`config.mk`:
```
export PLATFORM = sky130hd
export DESIGN_NAME = fibonacci_sequencer
export DESIGN_NICKNAME = d
export VERILOG_FILES = /design/src/rtl/fibonacci_sequencer.sv
export SDC_FILE = /design/constraint.sdc
export NUM_CORES = 1
export LEC_CHECK = 0
export CORE_UTILIZATION = 33
export DETAILED_ROUTE_END_ITERATION = 10
export PLACE_DENSITY_LB_ADDON = 0.1
export SYNTH_ARGS = -nofsm -noshare
export SYNTH_HDL_FRONTEND = slang
export SYNTH_SLANG_ARGS = --single-unit
```
`constraint.sdc`:
```
create_clock -name i_clk -period 2.41 [get_ports i_clk]
set_clock_uncertainty 0.2 [all_clocks]
set_input_delay 0.482 -clock i_clk [delete_from_list [all_inputs] [get_ports i_clk]]
set_output_delay 0.482 -clock i_clk [all_outputs]
set_load 0.02 [all_outputs]
```
`src/rtl/fibonacci_sequencer.sv`:
```
// K-order Fibonacci term generator: start/done run control, valid/ready term stream, sticky overflow.
// Optional FIB_SATURATE_EN: clamp overflowing terms to all-ones instead of wrapping.
module fibonacci_sequencer #(
  parameter int          W     = 8,
  parameter int          K     = 2,
  parameter int          NW    = 8,
  parameter int unsigned SEED0 = 0,
  parameter int unsigned SEED1 = 1
) (
  input  logic          i_clk,
  input  logic          i_rst,
  input  logic          i_start,
  input  logic [NW-1:0] i_n_terms,
  output logic          o_valid,
  input  logic          i_ready,
  output logic [W-1:0]  o_term,
  output logic [NW-1:0] o_idx,
  output logic          o_busy,
  output logic          o_done,
  output logic          o_ovf
);

  localparam int SW = W + 2;
  localparam logic [SW-1:0] TERM_MAX = {2'b00, {W{1'b1}}};

  typedef enum logic {S_IDLE, S_RUN} state_t;

  state_t        r_state;
  state_t        w_state_next;
  logic          r_valid;
  logic          r_busy;
  logic          r_done;
  logic          r_ovf;
  logic [NW-1:0] r_idx;
  logic [NW-1:0] r_last;
  // r_hist[0] is the term on the output, r_hist[j] the term j beats earlier
  logic [W-1:0]  r_hist [K];

  logic [SW-1:0] w_part [K+1];
  logic [SW-1:0] w_sum;
  logic          w_sum_ovf;
  logic [W-1:0]  w_sum_term;
  logic          w_first;
  logic [W-1:0]  w_next_term;
  logic          w_next_ovf;

  logic w_accept;
  logic w_is_last;
  logic w_idle_start;
  logic w_launch;
  logic w_advance;
  logic w_finish;

  // Running sum of the last K emitted terms, with two bits of headroom for K<=4
  assign w_part[0] = '0;
  generate
    for (genvar gi = 0; gi < K; gi++) begin : g_sum
      assign w_part[gi+1] = w_part[gi] + SW'(r_hist[gi]);
    end
  endgenerate

  assign w_sum     = w_part[K];
  assign w_sum_ovf = (w_sum > TERM_MAX);

`ifdef FIB_SATURATE_EN
  assign w_sum_term = w_sum_ovf ? {W{1'b1}} : w_sum[W-1:0];
`else
  assign w_sum_term = w_sum[W-1:0];
`endif

  // t1 is a seed, not a sum, so the step out of index 0 bypasses the adder
  assign w_first     = (r_idx == '0);
  assign w_next_term = w_first ? W'(SEED1) : w_sum_term;
  assign w_next_ovf  = !w_first && w_sum_ovf;

  always_comb begin
    w_state_next = r_state;
    w_accept     = r_valid & i_ready;
    w_is_last    = (r_idx == r_last);
    w_idle_start = 1'b0;
    w_launch     = 1'b0;
    w_advance    = 1'b0;
    w_finish     = 1'b0;
    case (r_state)
      S_IDLE: begin
        if (i_start) begin
          w_idle_start = 1'b1;
          if (i_n_terms != '0) begin
            w_launch     = 1'b1;
            w_state_next = S_RUN;
          end
        end
      end
      S_RUN: begin
        if (w_accept) begin
          if (w_is_last) begin
            w_finish     = 1'b1;
            w_state_next = S_IDLE;
          end else begin
            w_advance = 1'b1;
          end
        end
      end
      default: w_state_next = S_IDLE;
    endcase
  end

  always_ff @(posedge i_clk or posedge i_rst) begin
    if (i_rst) begin
      r_state <= S_IDLE;
    end else begin
      r_state <= w_state_next;
    end
  end

  always_ff @(posedge i_clk or posedge i_rst) begin
    if (i_rst) begin
      r_valid <= 1'b0;
      r_busy  <= 1'b0;
      r_done  <= 1'b0;
      r_ovf   <= 1'b0;
      r_idx   <= '0;
      r_last  <= '0;
    end else begin
      // A zero-length request completes immediately with a bare done pulse
      r_done <= w_finish | (w_idle_start & ~w_launch);

      if (w_idle_start) begin
        r_ovf <= 1'b0;
      end else if (w_advance && w_next_ovf) begin
        r_ovf <= 1'b1;
      end

      if (w_launch) begin
        r_valid <= 1'b1;
        r_busy  <= 1'b1;
        r_idx   <= '0;
        r_last  <= i_n_terms - NW'(1);
      end else if (w_advance) begin
        r_idx <= r_idx + NW'(1);
      end else if (w_finish) begin
        r_valid <= 1'b0;
        r_busy  <= 1'b0;
      end
    end
  end

  // History shifts only on acceptance, so backpressure freezes the recurrence
  generate
    for (genvar gi = 0; gi < K; gi++) begin : g_hist
      if (gi == 0) begin : g_head
        always_ff @(posedge i_clk or posedge i_rst) begin
          if (i_rst) begin
            r_hist[gi] <= '0;
          end else if (w_launch) begin
            r_hist[gi] <= W'(SEED0);
          end else if (w_advance) begin
            r_hist[gi] <= w_next_term;
          end
        end
      end else begin : g_tail
        always_ff @(posedge i_clk or posedge i_rst) begin
          if (i_rst) begin
            r_hist[gi] <= '0;
          end else if (w_launch) begin
            r_hist[gi] <= '0;
          end else if (w_advance) begin
            r_hist[gi] <= r_hist[gi-1];
          end
        end
      end
    end
  endgenerate

  assign o_valid = r_valid;
  assign o_term  = r_hist[0];
  assign o_idx   = r_idx;
  assign o_busy  = r_busy;
  assign o_done  = r_done;
  assign o_ovf   = r_ovf;

endmodule

```
=== Word level (Yosys, flattened, before mapping) ===
Cells that the tools add are included.

* $add $sub $neg: 3
* Order comparisons: 1
* Equality and inequality tests: 2
* Muxes and demuxes: 25
* Bitwise logic cells: 5
* Reductions and logical operators: 9

{| class="wikitable"
|+ Operators by type and width
! operator !! count
|-
| two-way mux 8 bit || 7
|-
| two-way mux 1 bit || 17
|-
| adder 8 x 8 -> 9 bit || 1
|-
| > comparator 9 x 8 -> 1 bit, second input constant || 1
|-
| adder 8 x 1 -> 8 bit, second input constant || 1
|-
| equality test 8 bit || 1
|-
| zero test 8 bit || 1
|-
| nonzero test 8 bit || 1
|-
| subtractor 8 x 1 -> 8 bit, second input constant || 1
|-
| nonzero test 2 bit || 3
|-
| bitwise AND 1 bit || 2
|-
| logical AND 1 bit || 2
|-
| inequality test 2 bit, second input constant || 1
|-
| inverter 1 bit || 2
|-
| one-hot mux 1 bit (2 select lines) || 1
|-
| AND reduction 2 bit || 1
|-
| zero test 1 bit || 1
|-
| bitwise OR 1 bit || 1
|}

* Bits in registers: 36
* Input bits: 12
* Output and inout bits: 20
* Logic and storage cells: 53

=== Longest topological paths before layout ===
* Depth after elaboration: 7
* Gate-level depth with buffers: 7
* Depth with buffers taken out: 7

=== Worst setup path after synthesis ===
Ideal clock, no wire load.

* Path type: register -> register
* From: register r_hist, in the netlist o_term[0]
* To: register r_hist, in the netlist o_term[6]
* Setup time: 0.122 ns
* Arrival: 1.798 ns
* Required time: 2.088 ns
* Slack: 0.290 ns
* Cell stages (with the launch flop): 8
* Buffers on the path: 0
* Period minus slack after synthesis: 2.120 ns
* Path through: dfrtp_1 > ha_1 > fa_1 > a21oi_1 > o211ai_1 > a21oi_1 > xnor2_1 > a32o_1

* Cells in the longest elaborated chain, start to end: 4

{| class="wikitable"
|+ RTL lines
! what !! RTL line !! source
|-
| from (decl) || 37 || <nowiki>logic [W-1:0] r_hist [K];</nowiki>
|-
| from (signal, indexed assignment) || 156 || <nowiki>r_hist[gi] <= W'(SEED0);</nowiki>
|-
| from (signal, indexed assignment) || 158 || <nowiki>r_hist[gi] <= w_next_term;</nowiki>
|-
| adder 8 x 8 -> 9 bit || 58 || <nowiki>assign w_part[gi+1] = w_part[gi] + SW'(r_hist[gi]);</nowiki>
|-
| two-way mux 8 bit || 73 || <nowiki>assign w_next_term = w_first ? W'(SEED1) : w_sum_term;</nowiki>
|-
| two-way mux 8 bit || 157 || <nowiki>end else if (w_advance) begin</nowiki>
|-
| two-way mux 8 bit || 155 || <nowiki>end else if (w_launch) begin</nowiki>
|}

No other way between the ends. The select of a mux whose other input is x is not followed.
A chain may end at the register's enable or synchronous reset.

=== Worst setup path in the final report ===
* From: input port i_n_terms[5]
* To: register r_idx[0] (netlist: o_idx[0])

* Cells in the longest elaborated chain, start to end: 5
* Elaborated cells on any way between the ends: 6
* Classes of those cells: mux: 4; reduce/logical: 2

{| class="wikitable"
|+ RTL lines
! what !! RTL line !! source
|-
| from (decl) || 13 || <nowiki>input logic [NW-1:0] i_n_terms,</nowiki>
|-
| nonzero test 8 bit (*) || 88 || <nowiki>if (i_n_terms != '0) begin</nowiki>
|-
| two-way mux 1 bit (*) || 88 ||
|-
| two-way mux 1 bit (*) || 86 || <nowiki>if (i_start) begin</nowiki>
|-
| two-way mux 1 bit (*) || 84 || <nowiki>case (r_state)</nowiki>
|-
| two-way mux 8 bit / nonzero test 2 bit (equally long branches) || n/a ||
|-
| to (signal assigned) || 140 || <nowiki>r_idx <= r_idx + NW'(1);</nowiki>
|-
| to (decl) || 34 || <nowiki>logic [NW-1:0] r_idx;</nowiki>
|}

Mark *: on every way between the ends. The rest lies on a longest branch, timed or not.

==> results_dict.tcl <==
set metrics [dict create \
    ant_nets 0 \
    ctsHoldBuffers 0 \
    initialDrtViolationCount 97 \
    end_kind "flop" \
    slew_headroom_pct 68.9 \
    async_flop_share_pct 100 \
    cpLargestDelayFamily "simple AND/OR/NAND/NOR gates" \
    hold_start "r_last[3]$_DFFE_PP0P_" \
    clock_latency_ps 290 \
    diodes 0 \
    arrival_ps 2350 \
    cpMaxStageDelayCell "or4_4" \
    r2r_start "r_hist[0]$_DFFE_PP0P_" \
    drt-wirelength-per-cell_microns 14.6 \
    hold_class "reg2reg" \
    power_mw 3.17 \
    drive_gt1_share_pct 18.4 \
    layout_min_cycle_time_ps 2320 \
    fmax_mhz 431 \
    clockBufferDepth 2 \
    die_h_microns 81.9 \
    routed_wl_mm 4.57 \
    rsz0062_at_grt "no" \
    die_area_sq_um 6710 \
    pin_count 32 \
    slew_violations 0 \
    yosysTopAreaCellShare_pct 42.7 \
    hold_viol 0 \
    ys_ff_latch 36 \
    reg2regPathDepth 7 \
    gp_congestion 0.783 \
    seqCellArea_sq_um 901 \
    synth.distinct_cells 42 \
    crit_type "in2reg" \
    cellPowerDensity_nw_per_um2 1190 \
    clock-sinks 36 \
    grt_pass1_wl_mm 7.76 \
    port_buffers 31 \
    hold-path-endpoint "r_last[3]$_DFFE_PP0P_" \
    setup_viol 0 \
    place_area_sq_um 2530 \
    clk_pin_slew_ps 80 \
    switching_share_pct 38.5 \
    yosys-top-cells-area "dfrtp_1 (43%), ha_1 (7.1%), xnor2_1 (7.1%)" \
    worstHoldPathCells 2 \
    fill_cells 602 \
    path_cells "clkdlybuf4s50_1 -> or4_4 -> nor4b_4 -> nor2_2 -> nor2_8 -> mux2_2" \
    r2r_end "o_term[6]$_DFFE_PP0P_" \
    setup_ws_ps 87.9 \
    synth_edf_count 0 \
    grt_max_degree 37 \
    power_switching_mw 1.22 \
    cp_max_fo 17 \
    syn_inst 199 \
    final_cells 314 \
    peakVddDrop_uv 466 \
    status "complete, no violations" \
    intPower_mw 1.95 \
    vias 1591 \
    worstPathRequired_ps 2440 \
    reg2reg_slack_ps 150 \
    start_util_pct 35.0 \
    power.share.sequential_pct 32.8 \
    nNetsFinal 263 \
    combPwrFrac_pct 48.7 \
    dieWidth_microns 81.9 \
    dp_hpwl_mm 3.41 \
    ys.flop_type "dfrtp_1" \
    first_pass_iters 5 \
    syn_avg_cell_area_sq_um 10.6 \
    ctsHtreeMaxLevel 2 \
    dp.cells 306 \
    grt.overflow.total 0 \
    clock_power_share_pct 18.6 \
    cp.buffers_inverters 1 \
    cts_tree "built" \
    seq_area_frac_synth_pct 42.7 \
    clockRootBuffer "clkbuf_8" \
    worstMarginPinSlew_ps 466 \
    cts_made_buffers 5 \
    viasPerCell 5.07 \
    grt_usage_pct 15.3 \
    syn-num-nets 224 \
    multiInputGateArea_sq_um 1070 \
    fin_util_pct 44.4 \
    area_delta_synth_final_pct 26.8 \
    max_stage_delay_ps 570 \
    antenna_found_initial 0 \
    netlist_area_sq_um 2110 \
    grt_pass1_vias 1602 \
    rows 28 \
    period_share_pct 96.4 \
    dp_slack_ps -245 \
    stdcell_area_sq_um 2670 \
    maxCapViolCount 0 \
    yosysTopAreaCell "dfrtp_1" \
    start_kind "input pin" \
    drc_errors 0 \
    core_area_sq_um 6030 \
    p_leak_nw 1.19 \
    yosys_warnings 0 \
]
## synthesized netlist by cell type, types with 2 or more instances
master / instances
nor2_1: 8
and3_1: 3
nand2_1: 19
xnor2_1: 17
inv_1: 10
nor4b_1: 2
xor2_1: 6
buf_2: 4
buf_4: 10
mux2i_1: 2
a32o_1: 6
dfrtp_1: 36
o2111ai_1: 5
a21oi_1: 9
ha_1: 12
nor3_1: 2
nor4_1: 2
nand4_1: 2
a22o_2: 10
o21ai_0: 12
## per-stage QoR
step	hold slack [ps]	setup TNS, ps
floorplan	268	0
global placement	287	-4750
detailed placement	289	-6330
CTS	306	0
global route	332	0
finish	298	0
## cell usage in the layout (no fill, tap or decap), types with 2 or more instances in the layout
cell type,synthesis,final
xor2_1,6,6
a32o_1,6,6
nor3_1,2,2
nor4b_1,2,2
clkbuf_8,0,7
a22o_2,10,10
nand2_1,19,19
dfrtp_1,36,36
inv_1,10,10
nor2_1,8,8
xnor2_1,17,17
a21oi_1,9,8
o2111ai_1,5,5
ha_1,12,12
buf_4,10,15
and3_1,3,3
nor4_1,2,2
clkdlybuf4s50_1,0,31
nand4_1,2,2
mux2i_1,2,2
o21ai_0,12,12
## worst max-delay path by stage
stage	from	depth (start not counted)	slack [ps]	to
after floorplan	o_term[0]$_DFFE_PP0P_	7	290	o_term[6]$_DFFE_PP0P_
after global placement	i_n_terms[5]	6	-200	o_idx[0]$_DFFE_PP0P_
after detailed placement	i_n_terms[5]	6	-240	o_idx[0]$_DFFE_PP0P_
after CTS	i_n_terms[5]	6	60	o_idx[0]$_DFFE_PP0P_
after global routing	i_n_terms[5]	7	2	o_idx[2]$_DFFE_PP0P_
final	i_n_terms[5]	6	90	o_idx[0]$_DFFE_PP0P_
## cell families (layout without fill, tap and decap cells)
kind of cell               Yosys count  after routing  share of synthesized area (%)
muxes                                3              3                           1.48
xor gates and xnor gates            23             23                           9.55
adders and majority gates           13             13                           8.07
and+or+nand+nor                     47             47                           12.6
DFF                                 36             36                           42.7
buffers and inverters               25             65                           7.00
AOI/OAI and AO/OA                   52             52                           18.5
## power by group through the flow
| stage | clock (mW) | combinational (mW) | sequential [mW] |
|---|---|---|---|
| floorplan | 0 | 1.09 | 1.05 |
| global route | 0.637 | 1.71 | 1.08 |
| detailed placement | 0 | 1.54 | 1.05 |
| finish | 0.589 | 1.54 | 1.04 |
| global placement | 0 | 1.52 | 1.04 |
| CTS | 0.603 | 1.55 | 1.04 |
## final cells by class
type	instances	area share, %
clock inverters	1	1.12
clock buffers	7	3.60
well taps	75	3.51
repair buffers	47	16.6
multi-input cells	138	40.1
inverters	10	1.40
flip-flops and latches	36	33.7
## worst min-delay path, cell delays in order (launching register included)
cell     delay, ps
dfrtp_1        360
nand2_1         50
o21ai_0         50
## state kept, by name (all words and copies together) (netlist names)
register / cells
o_idx: 8
o_term: 8
r_hist: 8
r_last: 8
o_busy: 1
o_done: 1
o_ovf: 1
r_state: 1
## metal layers
layer,GRT usage (%),vias to the layer above,share of wire [%]
met5,0,-,0
met2,23.5,32,44
met3,3.11,6,2.6
met4,5.79,0,1.9
met1,21.2,767,51
li1,-,786,-
## repair_timing
| item | in CTS | in global routing |
|---|---|---|
| setup endpoints to repair | 0 | 2 |
| setup buffers | 0 | 0 |
| resized for setup | 0 | 2 |
(Power assumes the default switching activity.)
